==> config.mk <==
export PLATFORM = sky130hd
export DESIGN_NAME = router_output_engine
export DESIGN_NICKNAME = d
export VERILOG_FILES = /design/src/rtl/router_output_engine.sv
export SDC_FILE = /design/constraint.sdc
export NUM_CORES = 1
export LEC_CHECK = 0
export ABC_CLOCK_PERIOD_IN_PS = 14900
export CAP_MARGIN = 20
export CORE_UTILIZATION = 35
export DETAILED_ROUTE_END_ITERATION = 12
export PLACE_DENSITY = 0.58
export SETUP_SLACK_MARGIN = 0.02
export SKIP_LAST_GASP = 1
export SLEW_MARGIN = 25
export SYNTH_ARGS = -nofsm -noshare
export SYNTH_HDL_FRONTEND = slang
export SYNTH_SLANG_ARGS = --single-unit
==> constraint.sdc <==
create_clock -name clock -period 14.9 [get_ports clock]
set_clock_uncertainty 0.05 [all_clocks]
set_input_delay 2.98 -clock clock [delete_from_list [all_inputs] [get_ports clock]]
set_output_delay 2.98 -clock clock [all_outputs]
set_load 0.005 [all_outputs]
==> src/rtl/router_output_engine.sv <==
// rtl/router_output_engine.sv - per-destination round-robin packet router with byte serializer and drop path
// Each destination owns an IDLE->LOADED->SEND engine; illegal destinations are acknowledged and counted.
module router_output_engine #(
  parameter int NODES = 4
) (
  input  logic                      clock,
  input  logic                      reset,
  input  logic [NODES-1:0]          data_ready,
  input  logic [NODES-1:0][3:0][7:0] packet_in,
  output logic [NODES-1:0]          data_routed,
  input  logic [NODES-1:0]          free_outbound,
  output logic [NODES-1:0]          put_outbound,
  output logic [NODES-1:0][7:0]     payload_outbound,
  output logic [7:0]                drop_count
);

  localparam int PW = $clog2(NODES);

  typedef enum logic [1:0] {
    IDLE   = 2'd0,
    LOADED = 2'd1,
    SEND   = 2'd2
  } state_t;

  state_t          state    [NODES];
  logic [PW-1:0]   rr_ptr   [NODES];
  logic [3:0][7:0] pkt      [NODES];
  logic [1:0]      byte_idx [NODES];

  logic [3:0]       dest [NODES];
  logic [NODES-1:0] legal;
  logic [NODES-1:0] eligible;

  // A source acknowledged this cycle still shows data_ready, so it must be masked.
  assign eligible = data_ready & ~data_routed;

  always_comb begin
    for (int s = 0; s < NODES; s++) begin
      dest[s]  = packet_in[s][3][3:0];
      legal[s] = ({1'b0, packet_in[s][3][3:0]} < 5'(NODES));
    end
  end

  logic [NODES-1:0] grant_valid;
  logic [PW-1:0]    grant_src [NODES];
  logic [NODES-1:0] ack_next;
  logic             drop_valid;
  logic [PW-1:0]    cand;

  always_comb begin
    ack_next   = '0;
    drop_valid = 1'b0;
    cand       = '0;
    for (int d = 0; d < NODES; d++) begin
      grant_valid[d] = 1'b0;
      grant_src[d]   = '0;
      cand           = rr_ptr[d];
      for (int k = 0; k < NODES; k++) begin
        cand = (cand == PW'(NODES - 1)) ? '0 : cand + 1'b1;
        if (state[d] == IDLE && !grant_valid[d] && eligible[cand] &&
            legal[cand] && dest[cand] == 4'(d)) begin
          grant_valid[d] = 1'b1;
          grant_src[d]   = cand;
        end
      end
      if (grant_valid[d]) ack_next[grant_src[d]] = 1'b1;
    end
    // Drop path serves only the lowest-numbered illegal source per edge.
    for (int s = 0; s < NODES; s++) begin
      if (!drop_valid && eligible[s] && !legal[s]) begin
        drop_valid  = 1'b1;
        ack_next[s] = 1'b1;
      end
    end
  end

  always_ff @(posedge clock or posedge reset) begin
    if (reset) begin
      data_routed      <= '0;
      put_outbound     <= '0;
      payload_outbound <= '0;
      drop_count       <= '0;
      for (int d = 0; d < NODES; d++) begin
        state[d]    <= IDLE;
        rr_ptr[d]   <= PW'(NODES - 1);
        pkt[d]      <= '0;
        byte_idx[d] <= '0;
      end
    end else begin
      data_routed <= ack_next;
      if (drop_valid && drop_count != 8'hFF) drop_count <= drop_count + 8'd1;
      for (int d = 0; d < NODES; d++) begin
        case (state[d])
          IDLE: begin
            if (grant_valid[d]) begin
              pkt[d]    <= packet_in[grant_src[d]];
              rr_ptr[d] <= grant_src[d];
              state[d]  <= LOADED;
            end
          end
          LOADED: begin
            if (free_outbound[d]) begin
              state[d]            <= SEND;
              byte_idx[d]         <= 2'd3;
              put_outbound[d]     <= 1'b1;
              payload_outbound[d] <= pkt[d][3];
            end
          end
          SEND: begin
            if (byte_idx[d] == 2'd0) begin
              state[d]            <= IDLE;
              put_outbound[d]     <= 1'b0;
              payload_outbound[d] <= 8'h00;
            end else begin
              byte_idx[d]         <= byte_idx[d] - 2'd1;
              payload_outbound[d] <= pkt[d][byte_idx[d] - 2'd1];
            end
          end
          default: begin
            state[d]            <= IDLE;
            put_outbound[d]     <= 1'b0;
            payload_outbound[d] <= 8'h00;
          end
        endcase
      end
    end
  end

endmodule
## Yosys cells after proc, flatten, opt, wreduce, memory -nomap -nowiden

Index checks and enable logic that the tools add are counted.

- Bits in registers: 200
- Output and inout bits: 48
- Word-level logic and storage cells: 560

- Add/subtract/negate cells: 21
- $lt $le $gt $ge: 48
- Equality and inequality tests: 53
- Muxes and demuxes: 248
- Bitwise operators: 25
- Reductions and logical operators: 127

Operators by type and width:

| cell | count |
|---|---|
| $bmux W32 S2 | 4 |
| $mux W4 | 36 |
| $bmux W4 S2 | 16 |
| $mux W32 | 4 |
| $mux W2 | 52 |
| $mux W8 | 12 |
| $pmux W8 S3 | 4 |
| $logic_and A1 B1 Y1 | 72 |
| $lt A2 B3 Y1 const B | 24 |
| $mux W1 | 68 |
| $bmux W1 S2 | 32 |
| $bmux W8 S2 | 4 |
| $ge A3 B3 Y1 const B | 16 |
| $not A2 Y3 | 16 |
| $eq A2 B2 Y1 const B | 20 |
| $reduce_and A3 Y1 | 12 |
| $add A2 B1 Y2 const B | 16 |
| $eq A4 B2 Y1 const B | 8 |
| $ne A2 B2 Y1 const B | 16 |
| $pmux W2 S3 | 4 |
| $logic_not A1 Y1 | 19 |
| $eq A4 B1 Y1 const B | 4 |
| $logic_not A2 Y1 | 8 |
| $logic_not A4 Y1 | 4 |
| other kinds (15) | 51 |

## Longest topological paths before layout

- Depth after elaboration: 39
- Gate-level depth with buffers: 12
- Gate-level depth less buffers: 9

## Least setup slack after synthesis

Ideal clock, no wire load.

- Path kind: input -> register
- Start: in packet_in[90] (netlist name)
- End: reg pkt[64] (netlist name)
- Library setup time: 0.125 ns
- Data arrival time: 5.542 ns
- Data required time: 14.725 ns
- Path slack: 9.184 ns
- Stages on the path: 7
- Cells stage by stage: or4b_2 > nor3b_1 > o21ai_0 > a21oi_1 > buf_2 > mux4_2 > mux2_2

- Longest elaborated chain between the ends: 26
- Elaborated cells between the ends (all ways): 53
- Those cells by class: order compare (1); eq/ne (4); mux (30); reduce/logical (18)

Ends and longest elaborated chain:

| element | line | text |
|---|---|---|
| from (decl) | 9 | `input logic [NODES-1:0][3:0][7:0] packet_in,` |
| $lt A4 B3 Y1 or $bmux W4 S2 (tied branches) | 40, 61 |  |
| $bmux W1 S2 or $mux W4 (tied branches) | 61 | `legal[cand] && dest[cand] == 4'(d)) begin` |
| $mux W1 (not written as such) or $mux W4 (tied branches) | 61 |  |
| $logic_and A1 B1 Y1 or $eq A4 B1 Y1 (tied branches) | 60, 61 |  |
| $logic_and A1 B1 Y1 | 61 |  |
| $mux W1 | 60 | `if (state[d] == IDLE && !grant_valid[d] && eligible[cand] &&` |
| $logic_not A1 Y1 | 60 |  |
| $logic_and A1 B1 Y1 (3 in series) | 60 |  |
| (+6 left out) | -- |  |
| $logic_and A1 B1 Y1 | 61 |  |
| $mux W1 | 60 |  |
| $logic_not A1 Y1 | 60 |  |
| $logic_and A1 B1 Y1 (3 in series) | 60 |  |
| $logic_and A1 B1 Y1 | 61 |  |
| $mux W2 | 60 |  |
| $bmux W32 S2 | 96 | `pkt[d] <= packet_in[grant_src[d]];` |
| $mux W32 (not written as such) | 96 |  |
| to (signal, indexed assignment) | 96 |  |
| to (decl) | 27 | `logic [3:0][7:0] pkt [NODES];` |

Several ways; a longest one is shown, not always the timed one. The select of a mux whose other input is x is not followed.
A chain may end at the register's enable or synchronous reset.

## Worst setup path after layout

- Start: in packet_in[90] (netlist name)
- End: reg pkt[73] (netlist name)

Same word-level chain as after synthesis.

==> flow_summary.yaml <==
outcome:
  outcome: "completed"
layout:
  regArea_um2: 5010
  final_nets: 1556
  num-fill-cells: 3572
  drive_gt1_share_pct: 13.6
  fin_area_um2: 16200
  multiInputGateArea_um2: 7810
  area_growth_pct: 21.8
grt:
  grt_pass1_vias: 11000
  track_usage_pct: 25.0
  grt_first_pass_wirelength_um: 72100
  overflow: 0
  grt_max_degree: 130
  antenna_found_initial: 1
run:
  maxCapViolCount: 0
cts:
  clock_sinks: 200
  cts_buffers: 17
  post_cts_buffers: 0
  clk_path_buf_depth: 2
  holdBufCountCts: 0
  tritoncts: "done"
  ctsResizeCount: 0
  path_clk_slew_ps: 80
  htree_levels: 4
  clk_latency_ps: 460
  cts_root_buf: "clkbuf_16"
pwr:
  pwr-share-seq_pct: 34.3
  p_per_area_nw_per_um2: 183
  vdd_ir_drop_max_v: 0.000104
  internal-power_mw: 1.72
  clkPwrFrac_pct: 16.0
  power_switching_share_pct: 41.8
  power_switching_mw: 1.24
  combPwrFrac_pct: 49.7
  leakage_nw: 6.99
worst_setup_path:
  crit_path_start_kind: "input pin"
  cp_max_fo: 31
  critPathKind: "input pin to flop"
  slowest_stage: "or4b_2"
  arrival_ps: 6950
  critPathCaptureType: "flop"
  critPathRequiredTime_ps: 15190
  path_cells: "clkdlybuf4s50_1 -> or4b_2 -> nor3b_1 -> o21ai_0 -> a21oi_4 -> buf_4 -> mux4_2 -> mux2_2"
  slowest_delay_ps: 810
floorplan:
  die_y_um: 197
  io_pins: 186
  core_um2: 37500
  start_util_pct: 35.5
  die_w_um: 197
  dieArea_um2: 38800
  num_rows: 71
timing:
  slew_headroom_pct: 28.3
  finalHoldViolations: 0
  tightest_slew_ps: 1070
  period_minus_slack_ps: 6650
  finalCritPeriodShare_pct: 44.6
  fin_tns_setup_ps: 0
  fmax_mhz: 150
  rsz0062_at_grt: "false"
  slew_viol_final: 0
  setup_violations: 0
synthesis:
  syn_inst: 1270
  yosysWarnings: 0
  synth_cell_types: 76
  yosys.area.top_type: "dfrtp_1"
  ys_ff_latch: 200
  synth.cell_area_um2: 13300
  ys_seq_area_share_pct: 37.7
  syn_nets: 1431
  avgSynthCellArea_um2: 10.5
  synth-edff-count: 0
  synthFlopType: "dfrtp_1"
  yosysTopAreaCellShare_pct: 36.1
  async_flop_share_pct: 100
  synth_area_leaders: "dfrtp_1, mux2i_1, mux4_2"
placement:
  gp_congestion: 1.02
  port_buffers: 185
  dp_hpwl_um: 35400
  placed_area_um2: 15600
routing:
  drt-initial-drc-count: 1139
  vias: 11500
  routed_wirelength_um: 48800
  drtPass1Iterations: 5
  drc: 0
  ant_nets: 0
  via_per_inst: 5.98
  wl_per_cell_um: 25.4
hold_path:
  hp-class: "flop to flop"
==> synthesized netlist by cell type, types with 7 or more instances <==
| cell | number |
|---|---|
| nor2_1 | 70 |
| o21ai_0 | 67 |
| a211oi_1 | 10 |
| and3_1 | 16 |
| nand2b_1 | 9 |
| or2_2 | 7 |
| dfstp_2 | 8 |
| nand3_1 | 21 |
| dfrtp_1 | 192 |
| nor2b_1 | 23 |
| a22oi_1 | 36 |
| ha_1 | 23 |
| nor3_1 | 9 |
| mux2i_1 | 173 |
| mux2_2 | 35 |
| mux4_2 | 60 |
| o211ai_1 | 16 |
| and2_1 | 16 |
| o221ai_1 | 40 |
| nand2_1 | 123 |
| buf_2 | 17 |
| clkbuf_1 | 69 |
| xnor2_1 | 7 |
| a21oi_1 | 36 |
| o31ai_1 | 8 |
| a221oi_1 | 37 |
| inv_1 | 39 |
==> layout by cell type, fill, tap and decap left out, types with 6 or more instances in the layout <==
| cell | count |
|---|---|
| a211oi_1 | 9 |
| a21oi_1 | 35 |
| a221oi_1 | 37 |
| a221oi_2 | 6 |
| a22oi_1 | 36 |
| and2_1 | 16 |
| and3_1 | 16 |
| buf_4 | 14 |
| clkbuf_16 | 17 |
| clkdlybuf4s50_1 | 185 |
| dfrtp_1 | 192 |
| dfstp_2 | 8 |
| ha_1 | 23 |
| inv_1 | 38 |
| mux2_2 | 35 |
| mux2i_1 | 173 |
| mux4_2 | 60 |
| nand2_1 | 123 |
| nand2b_1 | 9 |
| nand3_1 | 21 |
| nand4_1 | 6 |
| nor2_1 | 68 |
| nor2b_1 | 20 |
| nor3_1 | 9 |
| o211ai_1 | 16 |
| o21ai_0 | 67 |
| o221ai_1 | 40 |
| o31ai_1 | 7 |
| or2_2 | 7 |
| xnor2_1 | 7 |
==> power by group through the flow <==
stage / combinational, mW / sequential (mW) / clock (mW)
final: 1.47 / 1.01 / 0.474
after global routing: 1.59 / 1.04 / 0.502
after CTS: 1.47 / 1.01 / 0.482
after detailed placement: 1.46 / 1.02 / 0
after global placement: 1.44 / 1.01 / 0
after floorplan: 1.06 / 0.911 / 0
==> metal layers <==
metal	GRT usage [%]	wire length [um]	up-vias
met4	9.93	1810	0
met1	35.7	21800	5772
met5	0	0	-
met3	3.80	3010	98
li1	-	-	5099
met2	37.8	22100	506
==> flip-flops by register name, summed over array words and instances (netlist names) <==
signal / cells
payload_outbound: 32
rr_ptr: 8
byte_idx: 8
put_outbound: 4
drop_count: 8
state: 8
pkt: 128
data_routed: 4
==> cells by family after synthesis <==
| family | synth area share [%] |
|---|---|
| buffers and inverters | 4.38 |
| multiplexers | 26.3 |
| AND/OR/NAND/NOR | 12.8 |
| AO/OA/AOI/OAI | 16.1 |
| adder cells (fa/ha/maj) | 2.16 |
| XOR/XNOR | 0.659 |
| flip-flops | 37.7 |
==> worst max-delay path: cells and delay by family <==
family,cells,cell delay [ps]
simple gates,2,1450
buf+inv,2,1020
mux,2,920
compound gates,2,530
==> stage by stage <==
step / util [%] / power (mW) / worst slack (ps) / hold WS [ps] / std cells
after CTS: 43.1 / 2.96 / 8340 / 416 / 1918
final: 43.2 / 2.96 / 8250 / 415 / 1920
after global placement: 41.5 / 2.45 / 7810 / 403 / 1886
after global routing: 43.2 / 3.13 / 7990 / 430 / 1920
after floorplan: - / 1.97 / 6430 / 391 / 1270
after detailed placement: 41.5 / 2.48 / 7860 / 403 / 1886
==> area by class of cell <==
cell class	instances	share of cell area (%)
multi-input combinational	936	48.2
clock inverter	15	0.981
tap	511	3.95
sequential	200	31.0
inverter	39	0.950
antenna	1	0.0154
clock buffer	17	2.63
timing repair buffer	201	12.3
==> path summary, 6_finish.rpt <==
path                       depth (start not counted)  slack [ps]            from       endpoint
max                                                8        8250   packet_in[90]        pkt[73]
min                                                2         420       rr_ptr[5]      rr_ptr[5]
max reg2reg                                        7       10840  data_routed[2]        pkt[73]
min reg2reg                                        2         420       rr_ptr[5]      rr_ptr[5]
max in group asynchronous                          4       10460           reset       state[6]
min in group asynchronous                          2        2820           reset  drop_count[4]
No activity file was read; power rests on OpenSTA's default activity.
